## src/rtl/cdma_u_wr_splitter_pkg.sv

```systemverilog
// Shared types and constants for the unaligned-write CDMA request splitter.
//   CDMA_CHUNK_BITS  : log2 of the chunk size; sub-writes never cross a chunk boundary
//   wr_split_state_t : splitter FSM state encoding
package cdma_u_wr_splitter_pkg;

  localparam int unsigned CDMA_CHUNK_BITS = 12;

  typedef enum logic [1:0] {
    ST_IDLE,
    ST_ISSUE,
    ST_DRAIN,
    ST_CPL
  } wr_split_state_t;

endpackage

```

## src/rtl/cdma_chunk_calc.sv

```systemverilog
// Length of the next chunk: the smaller of the bytes left and the room up to the
// next 2**CHUNK_BITS boundary.
//   addr_lo      in   CHUNK_BITS      low bits of the current byte address
//   remaining    in   REQ_LEN_BITS    bytes still to be issued
//   chunk_len_c  out  CHUNK_BITS+1    chunk length (combinational), 1..2**CHUNK_BITS when remaining != 0
module cdma_chunk_calc #(
  parameter int unsigned CHUNK_BITS   = 12,
  parameter int unsigned REQ_LEN_BITS = 32
) (
  input  logic [CHUNK_BITS-1:0]   addr_lo,
  input  logic [REQ_LEN_BITS-1:0] remaining,
  output logic [CHUNK_BITS:0]     chunk_len_c
);

  localparam int unsigned CW = CHUNK_BITS + 1;

  logic [CW-1:0] room_c;

  // Room to the boundary is held in CHUNK_BITS+1 bits so an aligned address yields a full chunk.
  always_comb begin
    room_c = (CW'(1) << CHUNK_BITS) - CW'(addr_lo);
    if (remaining < REQ_LEN_BITS'(room_c)) begin
      chunk_len_c = CW'(remaining);
    end else begin
      chunk_len_c = room_c;
    end
  end

endmodule

```

## src/rtl/cdma_u_wr_splitter.sv

```systemverilog
// Splits one large write request into chunk-aligned CDMA write descriptors, bounds the
// number of in-flight chunks, and returns one completion per request after every chunk's
// wr_done has come back.
//   aclk, areset            clock, asynchronous active-high reset
//   s_req_valid/ready       request handshake (ready only in IDLE)
//   s_req_addr/len/tag      start byte address, total bytes (0 legal), completion tag
//   wr_valid/ready          chunk descriptor handshake (registered valid)
//   wr_paddr/len            chunk address and byte count (registered)
//   wr_done                 one-cycle pulse per completed chunk
//   cpl_valid/ready/tag     request completion handshake and its tag
//   err_unexp               sticky: wr_done seen with nothing outstanding
module cdma_u_wr_splitter
  import cdma_u_wr_splitter_pkg::*;
#(
  parameter int unsigned ADDR_BITS       = 64,
  parameter int unsigned LEN_BITS        = 28,
  parameter int unsigned REQ_LEN_BITS    = 32,
  parameter int unsigned CHUNK_BITS      = CDMA_CHUNK_BITS,
  parameter int unsigned MAX_OUTSTANDING = 8,
  parameter int unsigned TAG_BITS        = 4
) (
  input  logic                    aclk,
  input  logic                    areset,
  input  logic                    s_req_valid,
  output logic                    s_req_ready,
  input  logic [ADDR_BITS-1:0]    s_req_addr,
  input  logic [REQ_LEN_BITS-1:0] s_req_len,
  input  logic [TAG_BITS-1:0]     s_req_tag,
  output logic                    wr_valid,
  input  logic                    wr_ready,
  output logic [ADDR_BITS-1:0]    wr_paddr,
  output logic [LEN_BITS-1:0]     wr_len,
  input  logic                    wr_done,
  output logic                    cpl_valid,
  input  logic                    cpl_ready,
  output logic [TAG_BITS-1:0]     cpl_tag,
  output logic                    err_unexp
);

  localparam int unsigned OUT_W = $clog2(MAX_OUTSTANDING + 1);
  localparam int unsigned CW    = CHUNK_BITS + 1;

  wr_split_state_t         state_q, state_d;
  logic [ADDR_BITS-1:0]    cur_addr_q, cur_addr_d;
  logic [REQ_LEN_BITS-1:0] remaining_q, remaining_d;
  logic [OUT_W-1:0]        outstanding_q, outstanding_d;

  logic                    s_req_ready_d;
  logic                    wr_valid_d;
  logic [ADDR_BITS-1:0]    wr_paddr_d;
  logic [LEN_BITS-1:0]     wr_len_d;
  logic                    cpl_valid_d;
  logic [TAG_BITS-1:0]     cpl_tag_d;
  logic                    err_unexp_d;

  logic                    req_hs_c;
  logic                    wr_hs_c;
  logic                    done_ok_c;
  logic [OUT_W:0]          occ_c;
  logic                    issue_room_c;
  logic [CW-1:0]           chunk_len_c;

  assign req_hs_c  = s_req_valid && s_req_ready;
  assign wr_hs_c   = wr_valid && wr_ready;
  assign done_ok_c = wr_done && (outstanding_q != '0);

  // Full check uses the registered count plus this cycle's handshake; a same-cycle wr_done is ignored.
  assign occ_c        = {1'b0, outstanding_q} + (OUT_W + 1)'(wr_hs_c);
  assign issue_room_c = occ_c < (OUT_W + 1)'(MAX_OUTSTANDING);

  // Chunk for the position that will be current after this edge, so the next
  // descriptor is ready back-to-back with the handshake.
  cdma_chunk_calc #(
    .CHUNK_BITS  (CHUNK_BITS),
    .REQ_LEN_BITS(REQ_LEN_BITS)
  ) u_chunk_calc (
    .addr_lo    (cur_addr_d[CHUNK_BITS-1:0]),
    .remaining  (remaining_d),
    .chunk_len_c(chunk_len_c)
  );

  // Next state, position, outstanding count and completion/error outputs.
  always_comb begin
    state_d       = state_q;
    cur_addr_d    = cur_addr_q;
    remaining_d   = remaining_q;
    outstanding_d = outstanding_q;
    cpl_valid_d   = cpl_valid;
    cpl_tag_d     = cpl_tag;
    err_unexp_d   = err_unexp || (wr_done && (outstanding_q == '0));

    case ({wr_hs_c, done_ok_c})
      2'b10:   outstanding_d = outstanding_q + OUT_W'(1);
      2'b01:   outstanding_d = outstanding_q - OUT_W'(1);
      default: outstanding_d = outstanding_q;
    endcase

    case (state_q)
      ST_IDLE: begin
        if (req_hs_c) begin
          cur_addr_d  = s_req_addr;
          remaining_d = s_req_len;
          cpl_tag_d   = s_req_tag;
          if (s_req_len == '0) begin
            state_d     = ST_CPL;
            cpl_valid_d = 1'b1;
          end else begin
            state_d = ST_ISSUE;
          end
        end
      end
      ST_ISSUE: begin
        if (wr_hs_c) begin
          cur_addr_d  = cur_addr_q + ADDR_BITS'(wr_len);
          remaining_d = remaining_q - REQ_LEN_BITS'(wr_len);
          if (remaining_d == '0) begin
            state_d = ST_DRAIN;
          end
        end
      end
      ST_DRAIN: begin
        if (outstanding_d == '0) begin
          state_d     = ST_CPL;
          cpl_valid_d = 1'b1;
        end
      end
      ST_CPL: begin
        if (cpl_valid && cpl_ready) begin
          state_d     = ST_IDLE;
          cpl_valid_d = 1'b0;
        end
      end
      default: state_d = ST_IDLE;
    endcase

    s_req_ready_d = (state_d == ST_IDLE);
  end

  // Descriptor register: an offered descriptor is held until accepted.
  always_comb begin
    wr_valid_d = wr_valid;
    wr_paddr_d = wr_paddr;
    wr_len_d   = wr_len;
    if (!wr_valid || wr_ready) begin
      wr_valid_d = (state_d == ST_ISSUE) && (remaining_d != '0) && issue_room_c;
      if (wr_valid_d) begin
        wr_paddr_d = cur_addr_d;
        wr_len_d   = LEN_BITS'(chunk_len_c);
      end
    end
  end

  always_ff @(posedge aclk or posedge areset) begin
    if (areset) begin
      state_q       <= ST_IDLE;
      cur_addr_q    <= '0;
      remaining_q   <= '0;
      outstanding_q <= '0;
      s_req_ready   <= 1'b0;
      wr_valid      <= 1'b0;
      wr_paddr      <= '0;
      wr_len        <= '0;
      cpl_valid     <= 1'b0;
      cpl_tag       <= '0;
      err_unexp     <= 1'b0;
    end else begin
      state_q       <= state_d;
      cur_addr_q    <= cur_addr_d;
      remaining_q   <= remaining_d;
      outstanding_q <= outstanding_d;
      s_req_ready   <= s_req_ready_d;
      wr_valid      <= wr_valid_d;
      wr_paddr      <= wr_paddr_d;
      wr_len        <= wr_len_d;
      cpl_valid     <= cpl_valid_d;
      cpl_tag       <= cpl_tag_d;
      err_unexp     <= err_unexp_d;
    end
  end

endmodule
```

## config.mk

```make
export PLATFORM = sky130hd
export DESIGN_NAME = cdma_u_wr_splitter
export DESIGN_NICKNAME = d
export VERILOG_FILES = /design/src/rtl/cdma_u_wr_splitter_pkg.sv /design/src/rtl/cdma_chunk_calc.sv /design/src/rtl/cdma_u_wr_splitter.sv
export SDC_FILE = /design/constraint.sdc
export NUM_CORES = 1
export LEC_CHECK = 0
export ABC_AREA = 1
export CAP_MARGIN = 20
export CELL_PAD_IN_SITES_DETAIL_PLACEMENT = 0
export CELL_PAD_IN_SITES_GLOBAL_PLACEMENT = 1
export CORE_MARGIN = 2
export CORE_UTILIZATION = 42
export CTS_CLUSTER_DIAMETER = 40
export DETAILED_ROUTE_END_ITERATION = 8
export HOLD_SLACK_MARGIN = 0.15
export PLACE_DENSITY_LB_ADDON = 0.1
export RECOVER_POWER = 50
export SLEW_MARGIN = 0
export SYNTH_ARGS = -nofsm -noshare
export SYNTH_HDL_FRONTEND = slang
export SYNTH_SLANG_ARGS = --single-unit
```

## constraint.sdc

```tcl
create_clock -name aclk -period 10.45 [get_ports aclk]
set_input_delay 1.5675 -clock aclk [delete_from_list [all_inputs] [get_ports aclk]]
set_output_delay 1.5675 -clock aclk [all_outputs]
set_load 0.05 [all_outputs]
```

== Word level (Yosys, flattened, before mapping) ==
Index checks and enable logic that the tools add are counted.
Widths: inputs -> output; s select.
Storage, ports and cells
  bits in registers: 187
  input port bits: 106
Operators by class
  reduce and logical (&&, ||, !) cells: 22
  equality and inequality tests: 10
  add/sub/neg operators: 6
  $lt $le $gt $ge: 2
  mux-type cells: 20
Operators by type and width (count)
  $mux 64: 2
  $pmux 64 s2: 1
  $add 64x13->64: 1
  $logic_not 32->1: 2
  $mux 32: 2
  $pmux 32 s2: 1
  $lt 32x13->1: 1
  $reduce_bool 32->1: 1
  $sub 32x13->32: 1
  $mux 13: 1
  $sub 13x12->13 const A: 1
  $mux 2: 6
  $logic_not 4->1: 2
  $ne 2x2->1 const B: 4
  $pmux 2 s4: 1
  $pmux 4 s2: 1
  $logic_and 1x1->1: 7
  $eq 2x1->1 const B: 3
  $eq 2x2->1 const B: 3
  $add 4x1->5: 1
  $lt 5x4->1 const B: 1
  $reduce_and 5->1: 1
  $add 4x1->4 const B: 1
  $logic_not 2->1: 2
  8 further kinds: 13

== Longest topological paths before layout ==
  word-level depth: 11
  gate-level depth with buffers: 29

== Cells and area by module ==
Synthesis repeated with hierarchy kept, for this count alone.
Second synthesis, totals
  cells, all modules: 2026
  area total of the unflattened synthesis: 13586.8 µm²
By module, submodules not included
  cdma_u_wr_splitter: area an instance 12723.5 µm², cells each 1864, instances 1
  cdma_chunk_calc: area an instance 863.3 µm², cells each 162, instances 1

== Least setup slack after synthesis ==
No wires, ideal clock.
  path type: input port to flip-flop
  from: input wr_ready
  to: register wr_len[3]
  setup time: 0.118 ns
  stages: 26
  arrival time: 4.570 ns
  path slack: 5.762 ns
  cell sequence: nand2_1 > nor2_4 > buf_2 > buf_2 > o21ai_0 > o21ai_0 > nor2_1 > inv_1 > nor2_1 > nand3b_1 > xor2_1 > inv_1 > ha_1 > nand2_1 > nor2_1 > a211oi_1 > nand2_1 > nand2_1 > nand2_1 > a21oi_2 > nand3_1 > buf_2 > nand2_1 > nand2_1 > nand3_1 > nand2_1
Between the ends
  elaborated cells on any way between the ends: 23
  those cells by class: add/sub: 2; order compare: 2; eq/ne: 3; mux: 9; reduce/logical: 7
RTL lines
  start, declared: RTL line cdma_u_wr_splitter.sv:30  | input logic wr_ready,
  $logic_and 1x1->1: RTL line cdma_u_wr_splitter.sv:64  | assign wr_hs_c = wr_valid && wr_ready;
  $mux 64: RTL line cdma_u_wr_splitter.sv:113  | if (wr_hs_c) begin
  $pmux 64 s2: RTL line cdma_u_wr_splitter.sv:98  | case (state_q)
  named net cur_addr_d[4]: RTL line cdma_u_wr_splitter.sv:44  | logic [ADDR_BITS-1:0] cur_addr_q, cur_addr_d;
  $sub 13x12->13: RTL line cdma_chunk_calc.sv:21  | room_c = (CW'(1) << CHUNK_BITS) - CW'(addr_lo);
  $lt 32x13->1: RTL line cdma_chunk_calc.sv:22  | if (remaining < REQ_LEN_BITS'(room_c)) begin
  $mux 13: RTL line cdma_chunk_calc.sv:22
  end signal, assigned: RTL line cdma_u_wr_splitter.sv:174  | wr_len <= wr_len_d;
  end, declared: RTL line cdma_u_wr_splitter.sv:32  | output logic [LEN_BITS-1:0] wr_len,
The timed path passes the listed nets, and every way through them passes these cells.
A chain may end at the register's enable or synchronous reset.

== Worst setup path in the final report ==
  from: input s_req_valid
  to: register wr_len[12]
Between the ends
  cells in the longest elaborated chain, start to end: 7
  elaborated cells on any way between the ends: 15
  those cells by class: add/sub: 1; order compare: 1; eq/ne: 1; mux: 7; reduce/logical: 5
RTL lines
  start, declared: RTL line cdma_u_wr_splitter.sv:24  | input logic s_req_valid,
  $logic_and 1x1->1 (*): RTL line cdma_u_wr_splitter.sv:63  | assign req_hs_c = s_req_valid && s_req_ready;
  branches (longest 6 deep; another with $lt 32x13->1)
Every way passes the cells marked *.

==> results.yml <==
run_status:
  status: "complete, but fails checks"
  violations: "max-capacitance violations, max-slew violations"
synthesis:
  ys_ff_latch: 187
  avgSynthCellArea_um2: 6.69
  synth_warnings: 0
  synth_cell_types: 50
  synth_area_um2: 13800
  syn_inst: 2065
  synth-seq-area-share: 0.339
cts:
  cts.clk_slew.worst_paths_ns: 0.07
  cts_htree_levels: 4
  cts_tree: "done"
  cts_resized: 0
  cts_hold_buf: 0
  numCtsBuffers: 17
  clkSinkCount: 187
  cts_root_buffer: "clkbuf_16"
  worstSkewPairLatency_ns: 0.46
  clk_path_buf_depth: 2
  post_cts_buffers: 0
floorplanning:
  start_util: 0.426
  rows: 66
  die_w_um: 185
  core-area_um2: 32500
  dieArea_um2: 34400
  io_pins: 206
  die_y_um: 185
timing:
  hold_viol: 0
  slew_viol_final: 161
  fin_crit_ns: 7.93
  fin_tns_setup_ns: 0
  rsz0062_at_grt: "false"
  max_slew_margin: -2.81
  worstMarginPinSlew_ns: 5.68
  setup_violations: 0
  fmax_ghz: 0.126
  whs_ns: 0.468
  fin_skew_ns: 0.0168
  min_period_over_period: 0.759
power_and_ir_drop:
  power_frac_clock: 0.113
  power_frac_seq: 0.219
  combPwrFrac: 0.668
  switchingPower_w: 0.00341
  leakagePower_nw: 8.27
  switching_share: 0.575
  vdd.ir_drop.worst_uv: 258
  p_per_area_nw_per_um2: 359
  internal_power_w: 0.00252
global_route:
  grt.busiest_layer: "met2"
  grt_use_met2: 0.518
  grt_max_degree: 125
  grt_use_met3: 0.0472
  grt_pass1_wl_um: 80200
  grt_pass1_vias: 14131
  grt_use_met1: 0.400
  grt_overflow: 0
  antenna_found_initial: 1
  grt_util_all_layers: 0.306
cells_and_area:
  final_common_cell: "nand2_1"
  nFillCells: 3365
  syn2layout_area_growth_pct: 19.5
  multi_input_comb_area_um2: 7700
  final-seq-area_um2: 4680
  nNetsFinal: 2365
  final_cell_mix: "nand2_1, inv_1, dfrtp_1"
  drive_gt1_frac: 0.0489
worst_setup_path:
  crit_path_end_kind: "flop"
  crit_arrival_ns: 8.26
  crit_type: "in2reg"
  worstPathMaxFanout: 63
  cp.required_ns: 10.78
  cp-start-kind: "input pin"
hold_path:
  hold_class: "reg2reg"
route:
  ant_nets: 0
  drt_wl_total_um: 51200
  num_vias: 14424
  drt_iter0_drc: 1145
  drcViolationCount: 0
  dr.pass1.iters: 6
  wl_per_cell_um: 19.2
  vias_per_cell: 5.40
placement:
  place_congestion: 0.935
  portBuffers: 190
  dp_hpwl_um: 38800
job:
  maxCapViolCount: 2
-- final cells by class --
cell class / count / share of cell area
Antenna cell: 1 / 0.000152
Clock buffer: 19 / 0.0268
Clock inverter: 13 / 0.00803
Inverter: 267 / 0.0608
Multi-Input combinational cell: 1540 / 0.467
Sequential cell: 187 / 0.283
Tap cell: 442 / 0.0335
Timing Repair Buffer: 201 / 0.121
-- per-stage QoR --
stage | power, W | setup slack (ns) | cells | utilization | instance area (um2)
after CTS | 0.00595 | 3.59 | 2668 | 0.509 | 16500
after global routing | 0.00645 | 1.99 | 2669 | 0.509 | 16500
after floorplan | 0.00409 | 3.80 | 2079 | - | 13900
after global placement | 0.00525 | 3.17 | 2636 | 0.491 | 15900
after detailed placement | 0.00526 | 3.12 | 2636 | 0.491 | 15900
final | 0.00592 | 2.52 | 2670 | 0.509 | 16500
-- registers in the layout, summed over array words and instances, names as in the netlist --
| name | count |
|---|---|
| cpl_tag | 4 |
| cpl_valid | 1 |
| cur_addr_q | 64 |
| err_unexp | 1 |
| outstanding_q | 4 |
| remaining_q | 32 |
| s_req_ready | 1 |
| state_q | 2 |
| wr_len | 13 |
| wr_paddr | 64 |
| wr_valid | 1 |
-- power by group through the flow --
stage | logic, W | clock network (W) | registers (W)
3_3_place_gp | 0.00394 | 0 | 0.00130
3_5_place_dp | 0.00396 | 0 | 0.00130
5_1_grt | 0.00440 | 0.000713 | 0.00133
4_1_cts | 0.00397 | 0.000680 | 0.00129
2_1_floorplan | 0.00248 | 0 | 0.00161
6_report | 0.00395 | 0.000670 | 0.00130
-- cell usage after synthesis, drive strengths merged --
master | count | area share
a31oi | 1 | 0.00045
dfrtp | 187 | 0.34
a221oi | 10 | 0.0063
a22oi | 63 | 0.034
nor4 | 18 | 0.0082
o211ai | 9 | 0.0049
buf | 61 | 0.028
o221ai | 1 | 0.00063
nand2 | 680 | 0.19
xnor2 | 10 | 0.0063
a21oi | 53 | 0.020
clkbuf | 24 | 0.0065
nor3 | 48 | 0.018
a31o | 2 | 0.0013
a21o | 2 | 0.0011
o21ai | 63 | 0.023
a21boi | 2 | 0.0011
o21bai | 2 | 0.0011
o31ai | 2 | 0.0011
fa | 3 | 0.0043
and3 | 2 | 0.00091
nand4 | 106 | 0.048
o22ai | 1 | 0.00045
and2 | 3 | 0.0014
a211oi | 2 | 0.0011
nor3b | 1 | 0.00054
conb | 1 | 0.00027
ha | 42 | 0.038
or2 | 7 | 0.0032
a22o | 1 | 0.00063
nand3 | 177 | 0.067
o2111ai | 1 | 0.00063
nor2 | 188 | 0.057
xor2 | 17 | 0.011
nand3b | 8 | 0.0043
inv | 266 | 0.072
clkinv | 1 | 0.00027
-- logic make-up after synthesis --
logic type                 after synthesis  synth area share
DFF                                    187             0.339
buffers and inverters                  352             0.107
and+or+nand+nor                       1238             0.396
adders and majority gates               45            0.0424
xor gates and xnor gates                27            0.0171
AOI/OAI and AO/OA                      215            0.0978
other                                    1          0.000271
-- worst paths after layout --
kind                                    startpoint                        to  slack (ns)  depth (start not counted)
max in group asynchronous                   areset  wr_paddr[30]$_DFFE_PP0P_        4.44                          3
setup / recovery                       s_req_valid    wr_len[12]$_DFFE_PP0P_        2.52                         28
setup reg to reg              state_q[1]$_DFF_PP0_    wr_len[12]$_DFFE_PP0P_        3.71                         28
min in group asynchronous                   areset   wr_paddr[1]$_DFFE_PP0P_        3.33                          2
hold reg to reg            wr_paddr[0]$_DFFE_PP0P_   wr_paddr[0]$_DFFE_PP0P_        0.47                          2
hold / removal             wr_paddr[0]$_DFFE_PP0P_   wr_paddr[0]$_DFFE_PP0P_        0.47                          2
-- worst max-delay path: stages --
cell and delay (ns):
dlygate4sd3_1 0.62, nand2_1 0.15, nor2_1 0.25, clkbuf_1 1.41, buf_4 0.81, nand2_1 0.09, o21ai_0 0.10, a21oi_1 0.12
ha_1 0.26, nand2_1 0.07, nor2_1 0.05, nand2_1 0.10, nor2_1 0.05, xnor2_1 0.19, inv_1 0.07, ha_1 0.29
nand2_1 0.07, nor2_1 0.05, a211oi_1 0.17, nand2_1 0.09, nand2_1 0.06, nand2_1 0.05, a21oi_2 0.51, nand3_1 0.58
nand2_1 0.23, nand2_1 0.07, nand3_1 0.08, nand2_1 0.06
-- metal layers --
metal | vias up | share of wire
li1 | 7059 | -
met5 | - | 0
met1 | 6808 | 0.44
met3 | 75 | 0.053
met2 | 482 | 0.48
met4 | 0 | 0.029
Power figures use the tool's default switching activity.
